--- src/rtl/id_ex_stage.sv ---
// -----------------------------------------------------------------------------
// id_ex_stage
//
// ID->EX pipeline latch of the pipelined MIPS datapath, together with the
// hazard unit that protects it. The latch carries the decoder control bits and
// the ID operands into EX with one cycle of latency. The hazard unit detects
// three cases:
//   * load-use: a load sitting in EX writes a register the ID instruction reads
//   * branch after an ALU op: an ID-resolved branch reads a register still
//     being produced in EX
//   * branch after a load: an ID-resolved branch reads a register that a load
//     in MEM is still fetching
// On a hazard the PC and IF/ID are held and a bubble (all controls zero) is
// inserted into EX. An ID flush also inserts a bubble but never stalls.
//
// Build option:
//   HAZARD_STATS_EN - when defined, adds the free-running hazard counters
//                     load_use_cnt and br_stall_cnt.
//
// Parameters:
//   DW - datapath width (PC+4, register data, immediate)
//   RW - register-index width
//
// Ports:
//   clk, reset              clock; synchronous active-high reset
//   id_<ctl> (x9), id_ALUOp decoder control bits for the ID instruction
//   id_pc4, id_rdata1,
//   id_rdata2, id_imm       ID data operands
//   id_rs, id_rt, id_rd,
//   id_funct                ID instruction fields
//   id_flush                kill the ID instruction (bubble into EX)
//   mem_MemRead, mem_dest   load flag and destination of the MEM instruction
//   ex_<ctl> (x9), ex_ALUOp registered control bits
//   ex_pc4 .. ex_funct      registered data and fields
//   ex_dest                 registered destination (rd for R-type, else rt)
//   stall                   combinational hazard indication
//   pc_write, ifid_write    write enables for PC and IF/ID (= ~stall)
//   load_use_cnt,
//   br_stall_cnt            hazard counters (HAZARD_STATS_EN only)
// -----------------------------------------------------------------------------
module id_ex_stage #(
   parameter int DW = 32,
   parameter int RW = 5
) (
   input  logic          clk,
   input  logic          reset,
   // decoder control bits
   input  logic          id_RegDst,
   input  logic          id_Jump,
   input  logic          id_BranchEq,
   input  logic          id_BranchNeq,
   input  logic          id_MemRead,
   input  logic          id_MemtoReg,
   input  logic          id_MemWrite,
   input  logic          id_ALUSrc,
   input  logic          id_RegWrite,
   input  logic [1:0]    id_ALUOp,
   // ID operands and fields
   input  logic [DW-1:0] id_pc4,
   input  logic [DW-1:0] id_rdata1,
   input  logic [DW-1:0] id_rdata2,
   input  logic [DW-1:0] id_imm,
   input  logic [RW-1:0] id_rs,
   input  logic [RW-1:0] id_rt,
   input  logic [RW-1:0] id_rd,
   input  logic [5:0]    id_funct,
   input  logic          id_flush,
   // MEM-stage information for branch-after-load detection
   input  logic          mem_MemRead,
   input  logic [RW-1:0] mem_dest,
   // registered control bits
   output logic          ex_RegDst,
   output logic          ex_Jump,
   output logic          ex_BranchEq,
   output logic          ex_BranchNeq,
   output logic          ex_MemRead,
   output logic          ex_MemtoReg,
   output logic          ex_MemWrite,
   output logic          ex_ALUSrc,
   output logic          ex_RegWrite,
   output logic [1:0]    ex_ALUOp,
   // registered data and fields
   output logic [DW-1:0] ex_pc4,
   output logic [DW-1:0] ex_rdata1,
   output logic [DW-1:0] ex_rdata2,
   output logic [DW-1:0] ex_imm,
   output logic [RW-1:0] ex_rs,
   output logic [RW-1:0] ex_rt,
   output logic [RW-1:0] ex_rd,
   output logic [5:0]    ex_funct,
   output logic [RW-1:0] ex_dest,
   // hazard control
   output logic          stall,
   output logic          pc_write,
   output logic          ifid_write
`ifdef HAZARD_STATS_EN
   ,
   output logic [31:0]   load_use_cnt,
   output logic [31:0]   br_stall_cnt
`endif
);

   // A producer register matches a consumer register only when it is a real
   // destination; register 0 is hardwired and never creates a dependency.
   function automatic logic reg_match(input logic [RW-1:0] dest,
                                      input logic [RW-1:0] src);
      return (dest != '0) && (dest == src);
   endfunction

   logic          uses_rt;
   logic          is_br;
   logic          load_use;
   logic          br_alu;
   logic          br_load;
   logic          bubble;
   logic [RW-1:0] id_dest;

   // rt counts as a source whenever the ALU's second operand is a register or
   // the instruction is a store. This over-approximates (j is included), which
   // can only cost an extra stall, never a missed one.
   assign uses_rt = ~id_ALUSrc | id_MemWrite;
   assign is_br   = id_BranchEq | id_BranchNeq;

   assign load_use = ex_MemRead &
                     (reg_match(ex_dest, id_rs) | (uses_rt & reg_match(ex_dest, id_rt)));

   // Loads in EX are already covered by load_use; this term handles ALU
   // producers only, whose result is forwardable one cycle later.
   assign br_alu = is_br & ex_RegWrite & ~ex_MemRead &
                   (reg_match(ex_dest, id_rs) | reg_match(ex_dest, id_rt));

   // Second stall cycle of a branch after a load: the load has moved to MEM
   // but its data is not available to the ID comparator until WB.
   assign br_load = is_br & mem_MemRead &
                    (reg_match(mem_dest, id_rs) | reg_match(mem_dest, id_rt));

   // A flushed instruction is dead, so holding it in ID would be pointless.
   assign stall      = (load_use | br_alu | br_load) & ~id_flush;
   assign pc_write   = ~stall;
   assign ifid_write = ~stall;
   assign bubble     = stall | id_flush;

   assign id_dest = id_RegDst ? id_rd : id_rt;

   // ID -> EX boundary
   always_ff @(posedge clk) begin
      if (reset) begin
         ex_RegDst    <= 1'b0;
         ex_Jump      <= 1'b0;
         ex_BranchEq  <= 1'b0;
         ex_BranchNeq <= 1'b0;
         ex_MemRead   <= 1'b0;
         ex_MemtoReg  <= 1'b0;
         ex_MemWrite  <= 1'b0;
         ex_ALUSrc    <= 1'b0;
         ex_RegWrite  <= 1'b0;
         ex_ALUOp     <= 2'b00;
         ex_dest      <= '0;
         ex_pc4       <= '0;
         ex_rdata1    <= '0;
         ex_rdata2    <= '0;
         ex_imm       <= '0;
         ex_rs        <= '0;
         ex_rt        <= '0;
         ex_rd        <= '0;
         ex_funct     <= '0;
      end else begin
         // Data and fields are captured unconditionally; a bubble is made
         // harmless by its all-zero controls and zero destination alone.
         ex_pc4    <= id_pc4;
         ex_rdata1 <= id_rdata1;
         ex_rdata2 <= id_rdata2;
         ex_imm    <= id_imm;
         ex_rs     <= id_rs;
         ex_rt     <= id_rt;
         ex_rd     <= id_rd;
         ex_funct  <= id_funct;
         if (bubble) begin
            ex_RegDst    <= 1'b0;
            ex_Jump      <= 1'b0;
            ex_BranchEq  <= 1'b0;
            ex_BranchNeq <= 1'b0;
            ex_MemRead   <= 1'b0;
            ex_MemtoReg  <= 1'b0;
            ex_MemWrite  <= 1'b0;
            ex_ALUSrc    <= 1'b0;
            ex_RegWrite  <= 1'b0;
            ex_ALUOp     <= 2'b00;
            ex_dest      <= '0;
         end else begin
            ex_RegDst    <= id_RegDst;
            ex_Jump      <= id_Jump;
            ex_BranchEq  <= id_BranchEq;
            ex_BranchNeq <= id_BranchNeq;
            ex_MemRead   <= id_MemRead;
            ex_MemtoReg  <= id_MemtoReg;
            ex_MemWrite  <= id_MemWrite;
            ex_ALUSrc    <= id_ALUSrc;
            ex_RegWrite  <= id_RegWrite;
            ex_ALUOp     <= id_ALUOp;
            ex_dest      <= id_dest;
         end
      end
   end

`ifdef HAZARD_STATS_EN
   // A cycle where load_use and a branch hazard coincide is attributed to the
   // load, so every stall cycle lands in exactly one counter. Both counters
   // wrap naturally at 2^32.
   always_ff @(posedge clk) begin
      if (reset) begin
         load_use_cnt <= '0;
         br_stall_cnt <= '0;
      end else begin
         if (load_use & stall)
            load_use_cnt <= load_use_cnt + 32'd1;
         if ((br_alu | br_load) & stall & ~load_use)
            br_stall_cnt <= br_stall_cnt + 32'd1;
      end
   end
`endif

endmodule

--- config.mk ---
export PLATFORM = sky130hd
export DESIGN_NAME = id_ex_stage
export DESIGN_NICKNAME = d
export VERILOG_FILES = /design/src/rtl/id_ex_stage.sv
export SDC_FILE = /design/constraint.sdc
export NUM_CORES = 1
export LEC_CHECK = 0
export CAP_MARGIN = 25
export CORE_AREA = 2 2 129 131
export CTS_CLUSTER_SIZE = 10
export DETAILED_ROUTE_END_ITERATION = 6
export DIE_AREA = 0 0 131 133
export PLACE_DENSITY = 0.71
export SKIP_CTS_REPAIR_TIMING = 1
export SLEW_MARGIN = 40
export SYNTH_ARGS = -nofsm -noshare
export SYNTH_HDL_FRONTEND = slang
export SYNTH_SLANG_ARGS = --single-unit
export TNS_END_PERCENT = 10
--- constraint.sdc ---
create_clock -name clk -period 2.03 [get_ports clk]
set_input_delay 0.203 -clock clk [delete_from_list [all_inputs] [get_ports clk]]
set_output_delay 0.203 -clock clk [all_outputs]
set_load 0.01 [all_outputs]
==> impl_metrics.ini <==
[status]
status = finished, violations left
failed_checks = negative setup slack

[sta]
hold_ws_ps = 227
hold_viol = 0
finalClockSkew_ps = 4.37
setup_viol = 3
post-route-period-util_pct = 108
setup_slack_ps = -160
timing.slew.headroom_pct = 67.9
slew_violations = 0
worst_slew_pin_slew_ps = 481
fmax_mhz = 457
fin_crit_ps = 2190
rsz0062_at_grt = yes

[route]
first_pass_iters = 4
drtAntennaViolNets = 0
drc = 0
vias = 4010
viasPerCell = 4.09
wl_per_cell_um = 15.2
wl_mm = 14.9
drt_iter0_drc = 108

[clock_tree]
cts_tree = built
ctsHtreeMaxLevel = 4
clock_latency_ps = 410
cts_root_buf = clkbuf_16
numCtsBuffers = 17
clock-sinks = 165
clk_path_buf_depth = 2
clk_pin_slew_ps = 60

[die]
initial_core_util_pct = 29.5
rows = 47
core_area_sq_um = 16200
ios = 337
die_y_um = 133
dieArea_sq_um = 17400
fp.dieW_um = 131

[grt]
grt_max_degree = 71
grtUsageTotal_pct = 16.7
grtUsageMet3_pct = 8.13
grt_pass1_vias = 4311
grt_busiest_layer = met2
grt_use_met1_pct = 16.1
grt_pass1_wl_mm = 21.8
grt_overflow_total = 0
met2_usage_pct = 29.5
antenna_found_initial = 1

[power_and_ir_drop]
power_density_nw_per_um2 = 843
vdd.ir_drop.worst_v = 0.000493
total_power_mw = 7.64
p_leak_nw = 3.56

[flow_run]
maxCapViolCount = 0

[synthesis]
async_flop_share_pct = 0
ys_top_cells_by_area = dfxtp_1, nor2b_1, xor2_1
synth.top_cell.area_share_pct = 69.1
synthFlopType = dfxtp_1
synth_area_sq_um = 4780
synth_nets = 563
ys_ff_latch = 165
synth_edf_count = 0
ys_types = 23
seq_area_frac_synth_pct = 69.1
synth_cells = 394
avgSynthCellArea_sq_um = 12.1
yosysWarnings = 0
yosys.area.top_type = dfxtp_1

[worst_setup_path]
rr_endpoint = ex_MemWrite
r2r_slack_ps = 280
start_kind = register
arrival_ps = 1990
r2r_cells = 5
critical_path_class = reg -> out
startpoint = ex_dest[4]
rr_startpoint = ex_dest[4]
worstSetupEndpointType = primary output
cp_max_fo = 4
required_ps = 1830

[final_layout]
drive_above_1_share_pct = 9.21
final_net_count = 916
design_area_sq_um = 9060
area_growth_pct = 89.6
final_core_util_pct = 56.0

[placed_design]
place_ws_ps = -428
io_buffer_count = 336
post_dp_cell_area_sq_um = 8470
hpwl_mm = 11.8
gp_congestion = 0.973

[worst_hold_path]
hold_start = reset
min_path_cells = 2
worst_hold_path_type = in -> reg
holdPathEnd = ex_rdata1[21]
-- metrics by stage --
stage / TNS (ps) / instances
floorplan: 0 / 394
global placement: -1050 / 948
detailed placement: -1270 / 948
CTS: -1570 / 980
global route: -563 / 980
finish: -446 / 981
-- Yosys cell counts, types with 2 or more instances --
| library cell | n |
|---|---|
| xor2_1 | 15 |
| mux2_2 | 5 |
| nor2_1 | 5 |
| or4_1 | 2 |
| nor2b_1 | 149 |
| and3_1 | 9 |
| and3_2 | 7 |
| xnor2_1 | 5 |
| clkbuf_1 | 17 |
| nor3_1 | 3 |
| dfxtp_1 | 165 |
-- where the power goes --
group | internal [mW] | switching (mW)
combinational | 0.692 | 0.347
sequential | 3.41 | 0.0535
clock | 1.83 | 1.30
-- placed cells by master, fill, tap and decap left out, drive strengths merged, types with 2 or more instances in the layout --
cell type and instances:
bufinv 2, clkbuf 21, xnor2 5, dfxtp 165, nor3 3, xor2 15, nor2 5, nor2b 149
or4 2, clkdlybuf4s50 331, buf 19, and3 16, mux2 5, clkinvlp 5, clkinv 2, inv 4
-- registers in the layout (all words and copies together), names as in the netlist --
register,cells
ex_imm,32
ex_pc4,32
ex_rdata1,32
ex_rdata2,32
ex_funct,6
ex_dest,5
ex_rd,5
ex_rs,5
ex_rt,5
ex_ALUOp,2
ex_ALUSrc,1
ex_BranchEq,1
ex_BranchNeq,1
ex_Jump,1
ex_MemRead,1
ex_MemWrite,1
ex_MemtoReg,1
ex_RegDst,1
ex_RegWrite,1
-- cell type report --
type                            count  area [sq um]
Clock buffer                       19           433
Multi-Input combinational cell    210          1400
Timing Repair Buffer              353          3490
Clock inverter                     13           148
Fill cell                        1330          7110
Antenna cell                        1          2.50
Tap cell                          220           275
Sequential cell                   165          3310
-- per-layer routing --
| metal | routed length [um] | part of all wire, % |
|---|---|---|
| met1 | 5300 | 36 |
| met2 | 7430 | 50 |
| met3 | 1800 | 12 |
| met4 | 375 | 2.5 |
| met5 | 0 | 0 |
-- worst max-delay path: stages (launching register included) --
cell	delay (ps)
dfxtp_2	360
or4_1	520
o22ai_1	200
o22a_2	230
buf_6	110
nor2_1	30
buf_2	130
-- kinds of logic (layout without fill, tap and decap cells) --
family,after synthesis,after routing,synth area share [%]
other,0,1,0
AO/OA/AOI/OAI,7,7,1.13
multiplexers,5,5,1.18
AND/OR/NAND/NOR,178,178,23.2
buffers and inverters,19,385,1.73
flip-flops,165,165,69.1
XOR/XNOR,20,20,3.67
-- worst max-delay path by stage --
| stage | slack (ps) | cells after the start | endpoint |
|---|---|---|---|
| 2_1_floorplan | 310 | 6 | pc_write |
| 3_3_place_gp | -360 | 7 | pc_write |
| 3_5_place_dp | -430 | 7 | pc_write |
| 4_1_cts | -530 | 5 | pc_write |
| 5_1_grt | -190 | 6 | stall |
| 6_report | -160 | 6 | stall |
No activity file was read; power rests on OpenSTA's default activity.
